## src/rtl/mem_arb_pkg.sv

```systemverilog
// Shared types for the data-memory port arbiter: FSM states, port owner
// encoding and the wait-counter width.
package mem_arb_pkg;

  localparam int CNT_W = 4;

  typedef enum logic [1:0] {
    IDLE,
    ACCESS,
    WAIT,
    RESP
  } state_e;

  typedef enum logic {
    OWN_CORE,
    OWN_LOADER
  } owner_e;

endpackage

```

## src/rtl/mem_arb_pick.sv

```systemverilog
// Combinational grant selection between the core (0) and loader (1) ports.
// ARB_ROUND_ROBIN_EN: alternate on contention; otherwise port 0 has priority.
module mem_arb_pick (
  input  logic       valid0_i,
  input  logic       valid1_i,
`ifdef ARB_ROUND_ROBIN_EN
  input  logic       ptr_i,
`endif
  output logic [1:0] grant_o
);

  always_comb begin
    grant_o = 2'b00;
`ifdef ARB_ROUND_ROBIN_EN
    // ptr_i names the preferred port when both are requesting.
    if (valid0_i && valid1_i) begin
      grant_o = ptr_i ? 2'b10 : 2'b01;
    end else begin
      grant_o = {valid1_i, valid0_i};
    end
`else
    grant_o = {valid1_i & ~valid0_i, valid0_i};
`endif
  end

endmodule

```

## src/rtl/mem_port_arbiter.sv

```systemverilog
// Shares one data-memory port between the core and the loader/debug path,
// one transaction at a time. Optional macro: ARB_ROUND_ROBIN_EN.
module mem_port_arbiter
  import mem_arb_pkg::*;
#(
  parameter int MEM_LAT = 1,
  parameter int AW      = 32,
  parameter int DW      = 32
) (
  input  logic          clock,
  input  logic          reset,
  input  logic          req0_valid,
  output logic          req0_ready,
  input  logic          req0_write,
  input  logic [AW-1:0] req0_addr,
  input  logic [DW-1:0] req0_wdata,
  output logic          req0_rvalid,
  output logic [DW-1:0] req0_rdata,
  input  logic          req1_valid,
  output logic          req1_ready,
  input  logic          req1_write,
  input  logic [AW-1:0] req1_addr,
  input  logic [DW-1:0] req1_wdata,
  output logic          req1_rvalid,
  output logic [DW-1:0] req1_rdata,
  output logic          mem_read,
  output logic          mem_write,
  output logic [AW-1:0] mem_addr,
  output logic [DW-1:0] mem_wdata,
  input  logic [DW-1:0] mem_rdata
);

  state_e           state_q, state_d;
  owner_e           owner_q, owner_d;
  logic             write_q, write_d;
  logic [AW-1:0]    addr_q, addr_d;
  logic [DW-1:0]    wdata_q, wdata_d;
  logic [CNT_W-1:0] cnt_q, cnt_d;

  logic [1:0] grant;
  logic       idle;
  logic       accept;
  logic       capture;
  logic       clear_rd;
  logic       busy;

  assign idle       = (state_q == IDLE) && !reset;
  assign req0_ready = idle & grant[0];
  assign req1_ready = idle & grant[1];
  assign accept     = req0_ready | req1_ready;

`ifdef ARB_ROUND_ROBIN_EN
  // ptr_q = 1 prefers the loader; it flips to the port not just granted.
  logic ptr_q, ptr_d;

  always_comb begin
    ptr_d = ptr_q;
    if (accept) begin
      ptr_d = ~req1_ready;
    end
  end

  always_ff @(posedge clock) begin
    if (reset) begin
      ptr_q <= 1'b0;
    end else begin
      ptr_q <= ptr_d;
    end
  end

  mem_arb_pick u_pick (
    .valid0_i (req0_valid),
    .valid1_i (req1_valid),
    .ptr_i    (ptr_q),
    .grant_o  (grant)
  );
`else
  mem_arb_pick u_pick (
    .valid0_i (req0_valid),
    .valid1_i (req1_valid),
    .grant_o  (grant)
  );
`endif

  always_comb begin
    state_d   = state_q;
    owner_d   = owner_q;
    write_d   = write_q;
    addr_d    = addr_q;
    wdata_d   = wdata_q;
    cnt_d     = cnt_q;
    mem_read  = 1'b0;
    mem_write = 1'b0;
    capture   = 1'b0;
    case (state_q)
      IDLE: begin
        if (accept) begin
          owner_d = req1_ready ? OWN_LOADER : OWN_CORE;
          write_d = req1_ready ? req1_write : req0_write;
          addr_d  = req1_ready ? req1_addr : req0_addr;
          wdata_d = req1_ready ? req1_wdata : req0_wdata;
          cnt_d   = CNT_W'(MEM_LAT - 1);
          state_d = ACCESS;
        end
      end
      ACCESS: begin
        if (write_q) begin
          mem_write = 1'b1;
          state_d   = RESP;
        end else begin
          mem_read = 1'b1;
          // The counter value seen here is MEM_LAT-1; zero means data is due now.
          if (cnt_q == '0) begin
            capture = 1'b1;
            state_d = RESP;
          end else begin
            cnt_d   = cnt_q - CNT_W'(1);
            state_d = WAIT;
          end
        end
      end
      WAIT: begin
        mem_read = 1'b1;
        if (cnt_q == '0) begin
          capture = 1'b1;
          state_d = RESP;
        end else begin
          cnt_d = cnt_q - CNT_W'(1);
        end
      end
      RESP: begin
        state_d = IDLE;
      end
      default: begin
        state_d = IDLE;
      end
    endcase
  end

  always_ff @(posedge clock) begin
    if (reset) begin
      state_q <= IDLE;
      owner_q <= OWN_CORE;
      write_q <= 1'b0;
      addr_q  <= '0;
      wdata_q <= '0;
      cnt_q   <= '0;
    end else begin
      state_q <= state_d;
      owner_q <= owner_d;
      write_q <= write_d;
      addr_q  <= addr_d;
      wdata_q <= wdata_d;
      cnt_q   <= cnt_d;
    end
  end

  assign busy      = (state_q == ACCESS) || (state_q == WAIT);
  assign mem_addr  = busy ? addr_q : '0;
  assign mem_wdata = ((state_q == ACCESS) && write_q) ? wdata_q : '0;

  assign req0_rvalid = (state_q == RESP) && (owner_q == OWN_CORE);
  assign req1_rvalid = (state_q == RESP) && (owner_q == OWN_LOADER);

  // A store zeroes its owner's read-data register so the write response carries 0.
  assign clear_rd = (state_q == ACCESS) && write_q;

  for (genvar gi = 0; gi < 2; gi++) begin : g_rdata
    localparam owner_e PORT_OWN = owner_e'(gi);
    logic [DW-1:0] rdata_q;

    always_ff @(posedge clock) begin
      if (reset) begin
        rdata_q <= '0;
      end else if ((capture || clear_rd) && (owner_q == PORT_OWN)) begin
        rdata_q <= capture ? mem_rdata : '0;
      end
    end
  end

  assign req0_rdata = g_rdata[0].rdata_q;
  assign req1_rdata = g_rdata[1].rdata_q;

endmodule

```

## config.mk

```make
export PLATFORM = sky130hd
export DESIGN_NAME = mem_port_arbiter
export DESIGN_NICKNAME = d
export VERILOG_FILES = /design/src/rtl/mem_arb_pkg.sv /design/src/rtl/mem_arb_pick.sv /design/src/rtl/mem_port_arbiter.sv
export SDC_FILE = /design/constraint.sdc
export NUM_CORES = 1
export LEC_CHECK = 0
export BUFFER_PORTS_ARGS = -buffer_cell sky130_fd_sc_hd__buf_2
export CAP_MARGIN = 20
export CORE_MARGIN = 2
export CORE_UTILIZATION = 46
export CTS_CLUSTER_SIZE = 40
export DETAILED_ROUTE_END_ITERATION = 6
export MAX_ROUTING_LAYER = met4
export PLACE_DENSITY = 0.82
export RECOVER_POWER = 25
export SKIP_CTS_REPAIR_TIMING = 1
export SYNTH_ARGS = -nofsm -noshare
export SYNTH_HDL_FRONTEND = slang
export SYNTH_SLANG_ARGS = --single-unit
export TNS_END_PERCENT = 5
```

## constraint.sdc

```tcl
create_clock -name clock -period 2.3 [get_ports clock]
set_clock_uncertainty 0.05 [all_clocks]
set_input_delay 0.23 -clock clock [delete_from_list [all_inputs] [get_ports clock]]
set_output_delay 0.23 -clock clock [all_outputs]
set_load 0.02 [all_outputs]
```

==> flow_metrics.env <==
export IMPL_dpl_hpwl_mm=13.1
export IMPL_crit_type="flop to output port"
export IMPL_clockBufferDepth=2
export IMPL_cts_sinks=136
export IMPL_grt_pass1_vias=5737
export IMPL_violations="negative hold slack"
export IMPL_grt_max_degree=62
export IMPL_routed_wl_mm=19.1
export IMPL_syn_area_um2=6070
export IMPL_hp_class="input port to flop"
export IMPL_antenna_found_initial=6
export IMPL_die_w_um=119
export IMPL_tightestPinTransition_ns=0.596
export IMPL_async_reset_ff_share_pct=0
export IMPL_synthMuxAreaShare_pct=10.7
export IMPL_cts_buffers_inserted=17
export IMPL_cp_arrival_ns=1.90
export IMPL_synthFlopType="dfxtp_1"
export IMPL_synth_enable_flop_cells=0
export IMPL_dr_pass1_iters=5
export IMPL_yosys_area_share_adder_pct=1.24
export IMPL_fin_crit_ns=2.18
export IMPL_nets=1118
export IMPL_synthSimpleGateAreaFrac_pct=15.8
export IMPL_critPathSlowestCell="dfxtp_1"
export IMPL_fin_crit_sh_pct=94.7
export IMPL_viasPerCell=5.38
export IMPL_route_detailed_drc=0
export IMPL_htreeDepth=4
export IMPL_antenna_left=0
export IMPL_place_gp_congestion=0.843
export IMPL_instances_no_fill=1137
export IMPL_drv_slew=0
export IMPL_finalSetupViolCount=0
export IMPL_dp_cells=1077
export IMPL_powerDensity_nw_per_um2=923
export IMPL_synth_distinct_cells=40
export IMPL_start_kind="flop"
export IMPL_cts_root_buf="clkbuf_16"
export IMPL_fillerInstances=1057
export IMPL_worstSetupEndpointType="output port"
export IMPL_grt_pass1_wl_mm=29.1
export IMPL_synth_xor_area_share_pct=0
export IMPL_design_core_area_um2=12800
export IMPL_ys_ff_latch=136
export IMPL_rows=41
export IMPL_ys_seq_area_share_pct=44.9
export IMPL_synth_yosys_warnings=0
export IMPL_clock_latency_ns=0.42
export IMPL_syn_area_per_cell_um2=9.35
export IMPL_synth_compound_area_share_pct=22.1
export IMPL_ir_drop_mv=0.824
export IMPL_areaGrowthSynthToFinish_pct=40.6
export IMPL_cp_slowest_stage_delay_ns=0.38
export IMPL_cts_tree="built"
export IMPL_worstPathCellList="inv_1 -> ha_4 -> buf_6 -> buf_12 -> and2_1 -> buf_2"
export IMPL_io_buffers=299
export IMPL_maxCapViolations=0
export IMPL_status="finished with violations"
export IMPL_power_leakage_nw=3.69
export IMPL_dr_total_vias=6117
export IMPL_die_y_um=119
export IMPL_synth_top_family_by_area="compound AO/OA/AOI/OAI gates"
export IMPL_postLayoutCoreUtil_pct=66.8
export IMPL_syn_nets=821
export IMPL_synthCells=649
export IMPL_wire_per_inst_um=16.8
export IMPL_drt_iter0_markers=456
export IMPL_final_hold_viol_count=1
export IMPL_clk_pin_slew_ns=0.06
export IMPL_layout_drive_gt1_share_pct=31.0
export IMPL_finalPower_mw=7.87
export IMPL_hold_ws_ns=-0.000470
export IMPL_crit_required_ns=2.02
export IMPL_io_pins=300
export IMPL_grt_remaining_overflow=0
export IMPL_crit_fanout=28
export IMPL_slew_headroom_pct=60.3
export IMPL_tns_ns=0
export IMPL_timing_fmax_ghz=0.459
export IMPL_grt_use_total_pct=26.8
export IMPL_start_util_pct=47.5
export IMPL_die_area_um2=14100
[flip-flops by register name, summed over array words and instances, names as in the netlist]
name / cells
addr_q: 32
cnt_q: 4
owner_q: 1
req0_rdata: 32
req1_rdata: 32
state_q: 2
wdata_q: 32
write_q: 1
[area by class of cell]
| type | count | area [um^2] | area share [%] |
|---|---|---|---|
| clock inverters | 15 | 191 | 2.24 |
| inverters | 7 | 26.3 | 0.308 |
| multi-input cells | 443 | 3070 | 36.0 |
| repair buffers | 341 | 1870 | 21.9 |
| diodes | 6 | 15.0 | 0.176 |
| clock buffers | 17 | 425 | 4.99 |
| well taps | 172 | 215 | 2.52 |
| flip-flops and latches | 136 | 2720 | 31.9 |
[per-stage QoR]
| step | area (um^2) | setup slack, ns |
|---|---|---|
| final | 8530 | 0.121 |
| after global routing | 8530 | -0.00300 |
| after CTS | 8350 | -0.118 |
| after detailed placement | 7730 | 0.292 |
| after global placement | 7730 | 0.320 |
| after floorplan | 6070 | 0.360 |
[critical path: cells and delay by family (launching register included)]
family | cells | cell delay (ns)
adders and majority gates | 1 | 0.31
buffers and inverters | 4 | 0.63
DFF | 1 | 0.38
and+or+nand+nor | 1 | 0.16
[cell families after synthesis]
group                    Yosys count
flip-flops                       136
AND/OR/NAND/NOR                  191
AO/OA/AOI/OAI                    181
multiplexers                      65
buffers and inverters             70
adder cells (fa/ha/maj)            6
[power by group]
| part | switching [mW] | leakage [nW] | internal (mW) |
|---|---|---|---|
| clock | 1.11 | 0.292 | 1.73 |
| sequential | 0.186 | 1.11 | 2.67 |
| combinational | 1.30 | 2.29 | 0.872 |
[cell usage in the layout, fill, tap and decap left out, types with 33 or more instances in the layout]
cell type  synthesis  routed
and2_1            33      33
nand2_1           33      33
dfxtp_1          136     135
buf_2             13     233
a211oi_1          66      66
nor2_1            71      70
a21oi_1           34      34
clkbuf_1          39      65
mux2i_1           65      65
[cells in the mapped netlist (2+ instances only)]
| cell type | count | area share [%] |
|---|---|---|
| o21a_1 | 2 | 0.25 |
| dfxtp_1 | 136 | 45 |
| nor2b_1 | 3 | 0.31 |
| a22o_1 | 32 | 4.6 |
| nor2_1 | 71 | 4.4 |
| nand4_1 | 4 | 0.41 |
| a31oi_1 | 3 | 0.31 |
| buf_4 | 3 | 0.37 |
| nand2_1 | 33 | 2.0 |
| and2_1 | 33 | 3.4 |
| a21oi_1 | 34 | 2.8 |
| or4_1 | 2 | 0.25 |
| nand2b_1 | 2 | 0.21 |
| mux2i_1 | 65 | 11 |
| ha_1 | 6 | 1.2 |
| buf_2 | 13 | 1.1 |
| nor3_1 | 2 | 0.16 |
| inv_1 | 6 | 0.37 |
| clkbuf_1 | 39 | 2.4 |
| a211oi_1 | 66 | 8.2 |
| buf_1 | 4 | 0.25 |
| nand3_1 | 3 | 0.25 |
| a32oi_1 | 30 | 4.3 |
| and3_1 | 32 | 3.3 |
| o21ai_0 | 7 | 0.58 |
| buf_6 | 4 | 0.74 |
[path summary, 6_finish.rpt]
kind / startpoint / to / slack (ns) / depth (start not counted)
setup / recovery: state_q[0]$_SDFFE_PP0P_ / mem_addr[8] / 0.12 / 6
hold / removal: mem_rdata[22] / req1_rdata[22]$_SDFFE_PP0P_ / -0.0005 / 2
setup reg to reg: state_q[0]$_SDFFE_PP0P_ / addr_q[27]$_SDFFE_PP0P_ / 0.26 / 7
hold reg to reg: req0_rdata[31]$_SDFFE_PP0P_ / req0_rdata[31]$_SDFFE_PP0P_ / 0.43 / 2
[layer usage]
| metal | global-route usage (%) | vias to the layer above | wire (um) |
|---|---|---|---|
| met2 | 44.1 | 280 | 9460 |
| met3 | 8.05 | 35 | 1580 |
| li1 | - | 3010 | - |
| met4 | 10.9 | 0 | 448 |
| met1 | 30.4 | 2792 | 7600 |
| met5 | - | - | 0 |
(Power assumes the default switching activity.)
